--- src/rtl/addsub_sliced_if.sv ---
// addsub_sliced_if: command/result bundle for the sliced adder/subtractor.
//   master : issues commands (in_valid, i0, i1, cin, sub) and accepts results
//            (out_ready); observes in_ready, out_valid, o, cout, v.
//   slave  : the arithmetic block itself, the mirror image of master.
interface addsub_sliced_if #(
    parameter int WIDTH = 16
);
    logic             in_valid;
    logic             in_ready;
    logic [WIDTH-1:0] i0;
    logic [WIDTH-1:0] i1;
    logic             cin;
    logic             sub;
    logic             out_valid;
    logic             out_ready;
    logic [WIDTH-1:0] o;
    logic             cout;
    logic             v;

    modport master (
        output in_valid, i0, i1, cin, sub, out_ready,
        input  in_ready, out_valid, o, cout, v
    );

    modport slave (
        input  in_valid, i0, i1, cin, sub, out_ready,
        output in_ready, out_valid, o, cout, v
    );
endinterface

--- src/rtl/addsub_sliced.sv ---
// addsub_sliced: multi-cycle WIDTH-bit adder/subtractor that pushes SLICE bits
// per clock through a single SLICE-bit carry chain, registering the carry
// between slices.
//   clk      : clock, rising edge
//   rst      : synchronous active-high reset
//   bus      : slave side of addsub_sliced_if
//              in_valid/in_ready handshake with i0, i1, cin, sub
//              out_valid/out_ready handshake with o, cout, v
// sub=0: o = i0 + i1 + cin. sub=1: o = i0 - i1 - cin (cin acts as borrow-in).
// cout is the adder carry-out (for sub: 1 = no borrow). v is two's-complement
// overflow. A result appears NSLICE edges after the accepting edge and is held
// until out_ready is seen at an edge.
module addsub_sliced #(
    parameter int WIDTH = 16,
    parameter int SLICE = 4
) (
    input  logic           clk,
    input  logic           rst,
    addsub_sliced_if.slave bus
);
    localparam int SLICE_SAFE = (SLICE < 1) ? 1 : SLICE;
    localparam int NSLICE     = WIDTH / SLICE_SAFE;
    localparam int KW         = (NSLICE > 1) ? $clog2(NSLICE) : 1;
    localparam logic [KW-1:0] K_LAST = KW'(NSLICE - 1);

    generate
        if (SLICE < 1) begin : g_bad_slice
            $error("addsub_sliced: SLICE must be >= 1");
        end else if ((WIDTH % SLICE) != 0) begin : g_bad_width
            $error("addsub_sliced: WIDTH must be a multiple of SLICE");
        end
    endgenerate

    typedef enum logic [1:0] {
        IDLE = 2'd0,
        BUSY = 2'd1,
        DONE = 2'd2
    } state_t;

    state_t state;
    state_t state_nxt;

    // One SLICE-bit ripple step: {carry_out, sum}.
    function automatic logic [SLICE_SAFE:0] slice_add(
        input logic [SLICE_SAFE-1:0] x,
        input logic [SLICE_SAFE-1:0] y,
        input logic                  ci
    );
        return {1'b0, x} + {1'b0, y} + {{SLICE_SAFE{1'b0}}, ci};
    endfunction

    // Signed overflow: operands share a sign and the result sign differs.
    function automatic logic signed_ovf(
        input logic a_msb,
        input logic b_msb,
        input logic s_msb
    );
        return (a_msb == b_msb) && (s_msb != a_msb);
    endfunction

    // Operand stage: captured at accept. b_p0 already holds the inverted
    // subtrahend for SUB so the datapath below is always an addition.
    logic [WIDTH-1:0] a_p0;
    logic [WIDTH-1:0] b_p0;
    logic             carry_p0;
    logic [KW-1:0]    k_p0;

    // Result stage.
    logic [WIDTH-1:0] o_p1;
    logic             cout_p1;
    logic             v_p1;

    logic                  accept;
    logic                  last;
    logic [SLICE_SAFE-1:0] a_sl;
    logic [SLICE_SAFE-1:0] b_sl;
    logic [SLICE_SAFE:0]   sum;

    assign accept = bus.in_valid && bus.in_ready;
    assign last   = (k_p0 == K_LAST);

    always_comb begin
        a_sl = a_p0[k_p0*SLICE_SAFE +: SLICE_SAFE];
        b_sl = b_p0[k_p0*SLICE_SAFE +: SLICE_SAFE];
        sum  = slice_add(a_sl, b_sl, carry_p0);
    end

    always_ff @(posedge clk) begin
        if (rst) begin
            state <= IDLE;
        end else begin
            state <= state_nxt;
        end
    end

    always_comb begin
        state_nxt     = state;
        bus.in_ready  = 1'b0;
        bus.out_valid = 1'b0;
        case (state)
            IDLE: begin
                // Held low during reset so a command presented alongside reset
                // is never handshaken.
                bus.in_ready = !rst;
                if (bus.in_valid && !rst) begin
                    state_nxt = BUSY;
                end
            end
            BUSY: begin
                if (last) begin
                    state_nxt = DONE;
                end
            end
            DONE: begin
                bus.out_valid = 1'b1;
                if (bus.out_ready) begin
                    state_nxt = IDLE;
                end
            end
            default: state_nxt = IDLE;
        endcase
    end

    // Operand capture at accept (accept is already gated by reset).
    always_ff @(posedge clk) begin
        if (accept) begin
            a_p0 <= bus.i0;
            b_p0 <= bus.sub ? ~bus.i1 : bus.i1;
        end
    end

    // Slice engine: one SLICE-bit addition per BUSY edge, LSB slice first.
    always_ff @(posedge clk) begin
        if (rst) begin
            carry_p0 <= 1'b0;
            k_p0     <= '0;
            o_p1     <= '0;
            cout_p1  <= 1'b0;
            v_p1     <= 1'b0;
        end else begin
            case (state)
                IDLE: begin
                    if (accept) begin
                        // Subtraction is A + ~B + 1; a borrow-in removes the +1.
                        carry_p0 <= bus.cin ^ bus.sub;
                        k_p0     <= '0;
                    end
                end
                BUSY: begin
                    o_p1[k_p0*SLICE_SAFE +: SLICE_SAFE] <= sum[SLICE_SAFE-1:0];
                    carry_p0 <= sum[SLICE_SAFE];
                    k_p0     <= k_p0 + 1'b1;
                    if (last) begin
                        cout_p1 <= sum[SLICE_SAFE];
                        v_p1    <= signed_ovf(a_p0[WIDTH-1], b_p0[WIDTH-1],
                                              sum[SLICE_SAFE-1]);
                    end
                end
                default: ;
            endcase
        end
    end

    assign bus.o    = o_p1;
    assign bus.cout = cout_p1;
    assign bus.v    = v_p1;
endmodule

--- src/flat_wrapper.sv ---
// flat-port wrapper written by rule: the top's interface ports become plain ports
module addsub_sliced_flat 
#(
    parameter int WIDTH = 16,
    parameter int SLICE = 4
)
  (clk, rst, bus_in_valid, bus_i0, bus_i1, bus_cin, bus_sub, bus_out_ready, bus_in_ready, bus_out_valid, bus_o, bus_cout, bus_v);
  addsub_sliced_if #(.WIDTH(WIDTH)) bus_i ();
  input  logic clk;
  input  logic rst;
  input wire logic [$bits(bus_i.in_valid)-1:0] bus_in_valid;
  input wire logic [$bits(bus_i.i0)-1:0] bus_i0;
  input wire logic [$bits(bus_i.i1)-1:0] bus_i1;
  input wire logic [$bits(bus_i.cin)-1:0] bus_cin;
  input wire logic [$bits(bus_i.sub)-1:0] bus_sub;
  input wire logic [$bits(bus_i.out_ready)-1:0] bus_out_ready;
  output wire logic [$bits(bus_i.in_ready)-1:0] bus_in_ready;
  output wire logic [$bits(bus_i.out_valid)-1:0] bus_out_valid;
  output wire logic [$bits(bus_i.o)-1:0] bus_o;
  output wire logic [$bits(bus_i.cout)-1:0] bus_cout;
  output wire logic [$bits(bus_i.v)-1:0] bus_v;
  assign bus_i.in_valid = bus_in_valid;
  assign bus_i.i0 = bus_i0;
  assign bus_i.i1 = bus_i1;
  assign bus_i.cin = bus_cin;
  assign bus_i.sub = bus_sub;
  assign bus_i.out_ready = bus_out_ready;
  assign bus_in_ready = bus_i.in_ready;
  assign bus_out_valid = bus_i.out_valid;
  assign bus_o = bus_i.o;
  assign bus_cout = bus_i.cout;
  assign bus_v = bus_i.v;
  addsub_sliced #(.WIDTH(WIDTH), .SLICE(SLICE)) u_core (.clk(clk), .rst(rst), .bus(bus_i));
endmodule
--- config.mk ---
export PLATFORM = sky130hd
export DESIGN_NAME = addsub_sliced_flat
export DESIGN_NICKNAME = d
export VERILOG_FILES = /design/src/rtl/addsub_sliced_if.sv /design/src/rtl/addsub_sliced.sv /design/src/flat_wrapper.sv
export SDC_FILE = /design/constraint.sdc
export NUM_CORES = 1
export LEC_CHECK = 0
export CORE_UTILIZATION = 65
export DETAILED_ROUTE_END_ITERATION = 16
export DONT_BUFFER_PORTS = 1
export PLACE_DENSITY = 0.86
export SLEW_MARGIN = 10
export SYNTH_ARGS = -nofsm -noshare
export SYNTH_HDL_FRONTEND = slang
export SYNTH_SLANG_ARGS = --single-unit
--- constraint.sdc ---
create_clock -name clk -period 7.58 [get_ports clk]
set_input_delay 0.379 -clock clk [delete_from_list [all_inputs] [get_ports clk]]
set_output_delay 0.379 -clock clk [all_outputs]
set_load 0.02 [all_outputs]
# Yosys cells after proc, flatten, opt, wreduce, memory -nomap -nowiden
# Cells that the tools add are included.
[word_totals]
regBits = 55
input_bits = 38
output_inout_bits = 20
word_cells = 48
[classes]
n_addsub = 4
eq_ne = 9
n_shift = 4
muxes = 12
bitwise = 2
reduce_logical = 9
[op_table]
columns = ["op", "n"]
rows = [
  ["negation 4 -> 34 bit", 1],
  ["variable shift 4 x 34 -> 16 bit, first input constant", 1],
  ["variable part select 4 x 34 -> 16 bit", 1],
  ["variable part select 16 x 5 -> 4 bit", 2],
  ["bitwise mux 16 bit", 1],
  ["2-to-1 mux 16 bit", 1],
  ["inverter 16 bit", 1],
  ["2-to-1 mux 2 bit", 4],
  ["!= test 2 x 1 -> 1 bit, second input constant", 3],
  ["case mux 2 bit (3 select lines)", 1],
  ["adder 4 x 4 -> 5 bit", 1],
  ["adder 5 x 1 -> 5 bit", 1],
  ["== test 2 bit, second input constant", 2],
  ["case mux 2 bit (2 select lines)", 1],
  ["AND reduction 2 bit", 2],
  ["logical AND 1 bit", 3],
  ["2-to-1 mux 1 bit", 3],
  ["AND reduction 3 bit", 1],
  ["adder 2 x 1 -> 2 bit, second input constant", 1],
  ["== test 2 x 1 -> 1 bit, second input constant", 1],
  ["logical NOT 2 bit", 1],
  ["!= test 2 bit, second input constant", 1],
  ["case mux 1 bit (2 select lines)", 1],
  ["nonzero test 2 bit", 1],
  ["other kinds (4)", 4],
]

# Longest topological paths before layout
[logic_depth]
ltp_word = 5
ltp_mapped = 8
depth_no_buf = 7

# Worst setup path before layout
# OpenSTA, ideal clock, no wires.
[synth_timing]
kind = "register to register"
startpoint = "reg u_core.k_p0[0]"
endpoint = "reg u_core.carry_p0"
setup_time_ps = 133
arrival_time_ps = 2586
required_time_ps = 7447
setup_slack_ps = 4862
stages_incl_launch_ff = 9
n_path_buf = 1
synth_period_minus_slack_ps = 2718
path_cell_list = "dfxtp_1 > buf_6 > mux4_2 > fa_1 > fa_1 > a21o_1 > a21oi_1 > nand2b_1 > a31oi_1"
[synth_via]
elab_chain_cells = 4
word_cells_on_any_way = 5
cone_classes = "add/sub (2); shift (2); mux (1)"
[synth_rtl]
columns = ["element", "line", "source"]
rows = [
  ["from (decl)", "addsub_sliced.sv:66", "logic [KW-1:0] k_p0;"],
  ["from (signal assigned)", "addsub_sliced.sv:152", "k_p0 <= k_p0 + 1'b1;"],
  ["variable part select 16 x 5 -> 4 bit (on tied branches)", "addsub_sliced.sv:83, addsub_sliced.sv:84", ""],
  ["adder 4 x 4 -> 5 bit *", "addsub_sliced.sv:49", "return {1'b0, x} + {1'b0, y} + {{SLICE_SAFE{1'b0}}, ci};"],
  ["adder 5 x 1 -> 5 bit *", "addsub_sliced.sv:49", ""],
  ["case mux 1 bit (2 select lines) *", "addsub_sliced.sv:141", "case (state)"],
  ["to (signal assigned)", "addsub_sliced.sv:145", "carry_p0 <= bus.cin ^ bus.sub;"],
  ["to (signal assigned)", "addsub_sliced.sv:151", "carry_p0 <= sum[SLICE_SAFE];"],
  ["to (decl)", "addsub_sliced.sv:65", "logic carry_p0;"],
]
# Every way passes the cells marked *; elsewhere a longest branch is shown, timed or not.
# A chain may end at the register's enable or synchronous reset.

# Final worst setup path
# Ends and elaborated chain as after synthesis.

==> impl_metrics.toml <==
[outcome]
status = "finished, final reports clean"

[sta]
maxSlewViolCount = 0
hold_viol = 0
setup-tns-final_ns = 0
fmax_ghz = 0.3098
period_minus_slack_ns = 3.228
tightest_slew_ns = 0.9687
slew_headroom = 0.3533
grt_setup_unrepaired = "no"
period_share = 0.4259
finalSetupViolCount = 0
fin_skew_ns = 0.006280

[floorplan]
start_util = 0.6767
die_area_sq_um = 4062
die_h_um = 63.74
core_area_sq_um = 3661
num_rows = 22
die_w_um = 63.74
boundaryPins = 58

[synthesis]
synth_flop_cell = "edfxtp_1"
synthSimpleGateAreaFrac = 0.1111
synth_top_family_by_area = "simple AND/OR/NAND/NOR gates"
syn_area_per_cell_sq_um = 13.61
synth-xor-area-share = 0.06364
synth_fa_ha_area_frac = 0.06162
syn-cell-area_sq_um = 2477
synth_mux_area_frac = 0.07273
synth_enable_flop_cells = 32
netlist-cell-type-count = 36
synthArstFlopShare = 0
synth_compound_area_frac = 0.09495
yosysWarnings = 0
syn_nets = 231
synth-seq-cells = 55
ys_seq_area_frac = 0.5737
netlist_instances = 182

[power]
swShare = 0.2436
clkPwrFrac = 0.306
power_frac_comb = 0.112
p_leak_nw = 0.9213
power.density_nw_per_um2 = 223.7
irDropWorstVdd_uv = 169.8
share_seq_of_total_power = 0.582
p_switching_mw = 0.1424
p_int_mw = 0.4420
finalPower_mw = 0.5843

[clock_tree]
clock-sinks = 55
cts_setup_buffers = 0
clk_pin_slew_ns = 0.10
cts_tree = "built"
ctsHoldBuffers = 0
cts_buffers = 5
cts_root_buf = "clkbuf_8"
clk_path_buf_depth = 2
clk_latency_ns = 0.31
postCtsResizedCells = 0
htreeDepth = 2

[final_layout]
nets = 232
area_growth_pct = 5.455
drive_above_1_share = 0.1467
final_area_sq_um = 2613
num_antenna_cells = 0

[setup_path]
crit_path_max_incr_delay_ns = 0.97
crit_required_ns = 7.78
path_cells = "mux4_2 > fa_1 > fa_1 > a21o_1 > a21oi_1 > nand2b_1 > a31oi_1"
endpoint_kind = "flop"
path_class = "flop to flop"
rr_startpoint = "u_core.k_p0[0]$_SDFFE_PP0P_"
slowest_stage = "dfxtp_1"
r2r-end = "u_core.carry_p0$_SDFFE_PP0P_"
cp-startpoint = "u_core.k_p0[0]$_SDFFE_PP0P_"
reg2reg_depth = 7
reg2reg_slack_ns = 4.35
crit_path_frequent_cell = "fa_1"
endpoint = "u_core.carry_p0$_SDFFE_PP0P_"
critPathLaunchType = "flop"
critPathMaxFanout = 16
arrival_ns = 3.43

[min_path]
hold_path_class = "input port to flop"
hold_start = "rst"

[place]
dpl_cell_area_sq_um = 2505
dpl.hpwl_um = 3012
portBuffers = 0
gp_congestion = 0.8304

[global_routing]
grt_pass1_vias = 1436
grt.total_usage = 0.2203
grt_max_degree = 34
grt_pass1_wl_um = 6575
overflow = 0
antenna_found_initial = 0

[detailed_routing]
drt_iter0_drc = 97
drc = 0
via_per_inst = 6.263
firstDrtPassIters = 4
num_vias = 1453
routed_wl_um = 4155
drtAntennaViolNets = 0
wl_per_cell_um = 17.91

[run]
maxCapViolations = 0
[layout by cell type, fill, tap and decap left out, types with 2 or more instances in the layout]
cell type	count
a32oi_1	4
nor4_4	3
nor2_1	20
clkbuf_8	5
a31oi_1	2
a21o_1	3
mux4_2	8
nand3_1	2
edfxtp_1	32
nand2_1	11
inv_1	3
xor2_1	18
o21ai_0	3
a22oi_1	12
dfxtp_1	23
ha_1	9
a21oi_1	5
fa_1	2
[stage by stage]
step           std cells  hold slack, ns    util  worst slack (ns)
6_report             232          0.1239  0.7136             4.352
3_3_place_gp         224          0.4469  0.6842             4.493
4_1_cts              232          0.1209  0.7136             4.342
5_1_grt              232          0.1080  0.7136             4.165
3_5_place_dp         224          0.4503  0.6842             4.362
2_1_floorplan        182          0.4436       -             4.862
[registers in the layout, indices dropped and copies added (netlist names)]
register	count
u_core.a_p0	16
u_core.b_p0	16
u_core.bus.o	16
u_core.k_p0	2
u_core.state	2
u_core.bus.cout	1
u_core.bus.v	1
u_core.carry_p0	1
[cell usage after synthesis, types with 2 or more instances]
cell type  instances  area [sq um]
o21ai_0            3         15.01
a21o_1             3         22.52
nor2_1            20         75.07
xor2_1            18         157.7
nand3_1            2         10.01
a31oi_1            2         12.51
nor4_4             3         63.81
mux4_2             8         180.2
buf_2              2         10.01
inv_1              3         11.26
fa_1               2         40.04
a32oi_1            4         35.03
ha_1               9         112.6
edfxtp_1          32         960.9
dfxtp_1           23         460.4
nand2_1           11         41.29
a22oi_1           12         90.09
a21oi_1            5         25.02
clkbuf_1           3         11.26
[cell type report]
class,instances,area [sq um]
fillers,235,1049
flip-flops and latches,55,1421
repair buffers,1,7.507
clock buffers,6,93.84
inverters,4,15.01
well taps,48,60.06
clock inverters,2,13.76
multi-input cells,116,1001
[power by group through the flow]
stage / clock (mW) / sequential, mW / combinational, mW
floorplan: 0 / 0.343 / 0.0574
global placement: 0 / 0.346 / 0.0615
detailed placement: 0 / 0.347 / 0.0651
CTS: 0.179 / 0.340 / 0.0654
global route: 0.190 / 0.341 / 0.0713
finish: 0.179 / 0.340 / 0.0654
[cell families (layout without fill, tap and decap cells)]
family	count (synthesis)	after routing
DFF	55	55
and+or+nand+nor	46	46
AOI/OAI and AO/OA	33	33
xor gates and xnor gates	18	18
adders and majority gates	11	11
buffers and inverters	11	13
muxes	8	8
[critical path: cells and delay by family, from the launching register on]
family	cells	cell delay, ns
AOI/OAI and AO/OA	3	0.51
adders and majority gates	2	0.89
DFF	1	0.97
muxes	1	0.62
and+or+nand+nor	1	0.14
[how the worst min path moves through the flow]
stage / endpoint / slack, ns / cells past startpoint
2_1_floorplan: u_core.bus.cout$_SDFFE_PP0P_ / 0.44 / 1
3_3_place_gp: u_core.bus.cout$_SDFFE_PP0P_ / 0.45 / 1
3_5_place_dp: u_core.bus.cout$_SDFFE_PP0P_ / 0.45 / 1
4_1_cts: u_core.k_p0[1]$_SDFFE_PP0P_ / 0.12 / 1
5_1_grt: u_core.k_p0[0]$_SDFFE_PP0P_ / 0.11 / 1
6_report: u_core.bus.cout$_SDFFE_PP0P_ / 0.12 / 1
[per-layer routing]
layer	part of all wire	wire, um	global-route usage	vias up
li1	-	-	-	671
met1	0.40	1668	0.2617	701
met2	0.51	2113	0.3630	72
met3	0.072	299	0.07143	9
met4	0.018	74	0.1023	0
met5	0	0	0	-
(Power assumes the default switching activity.)
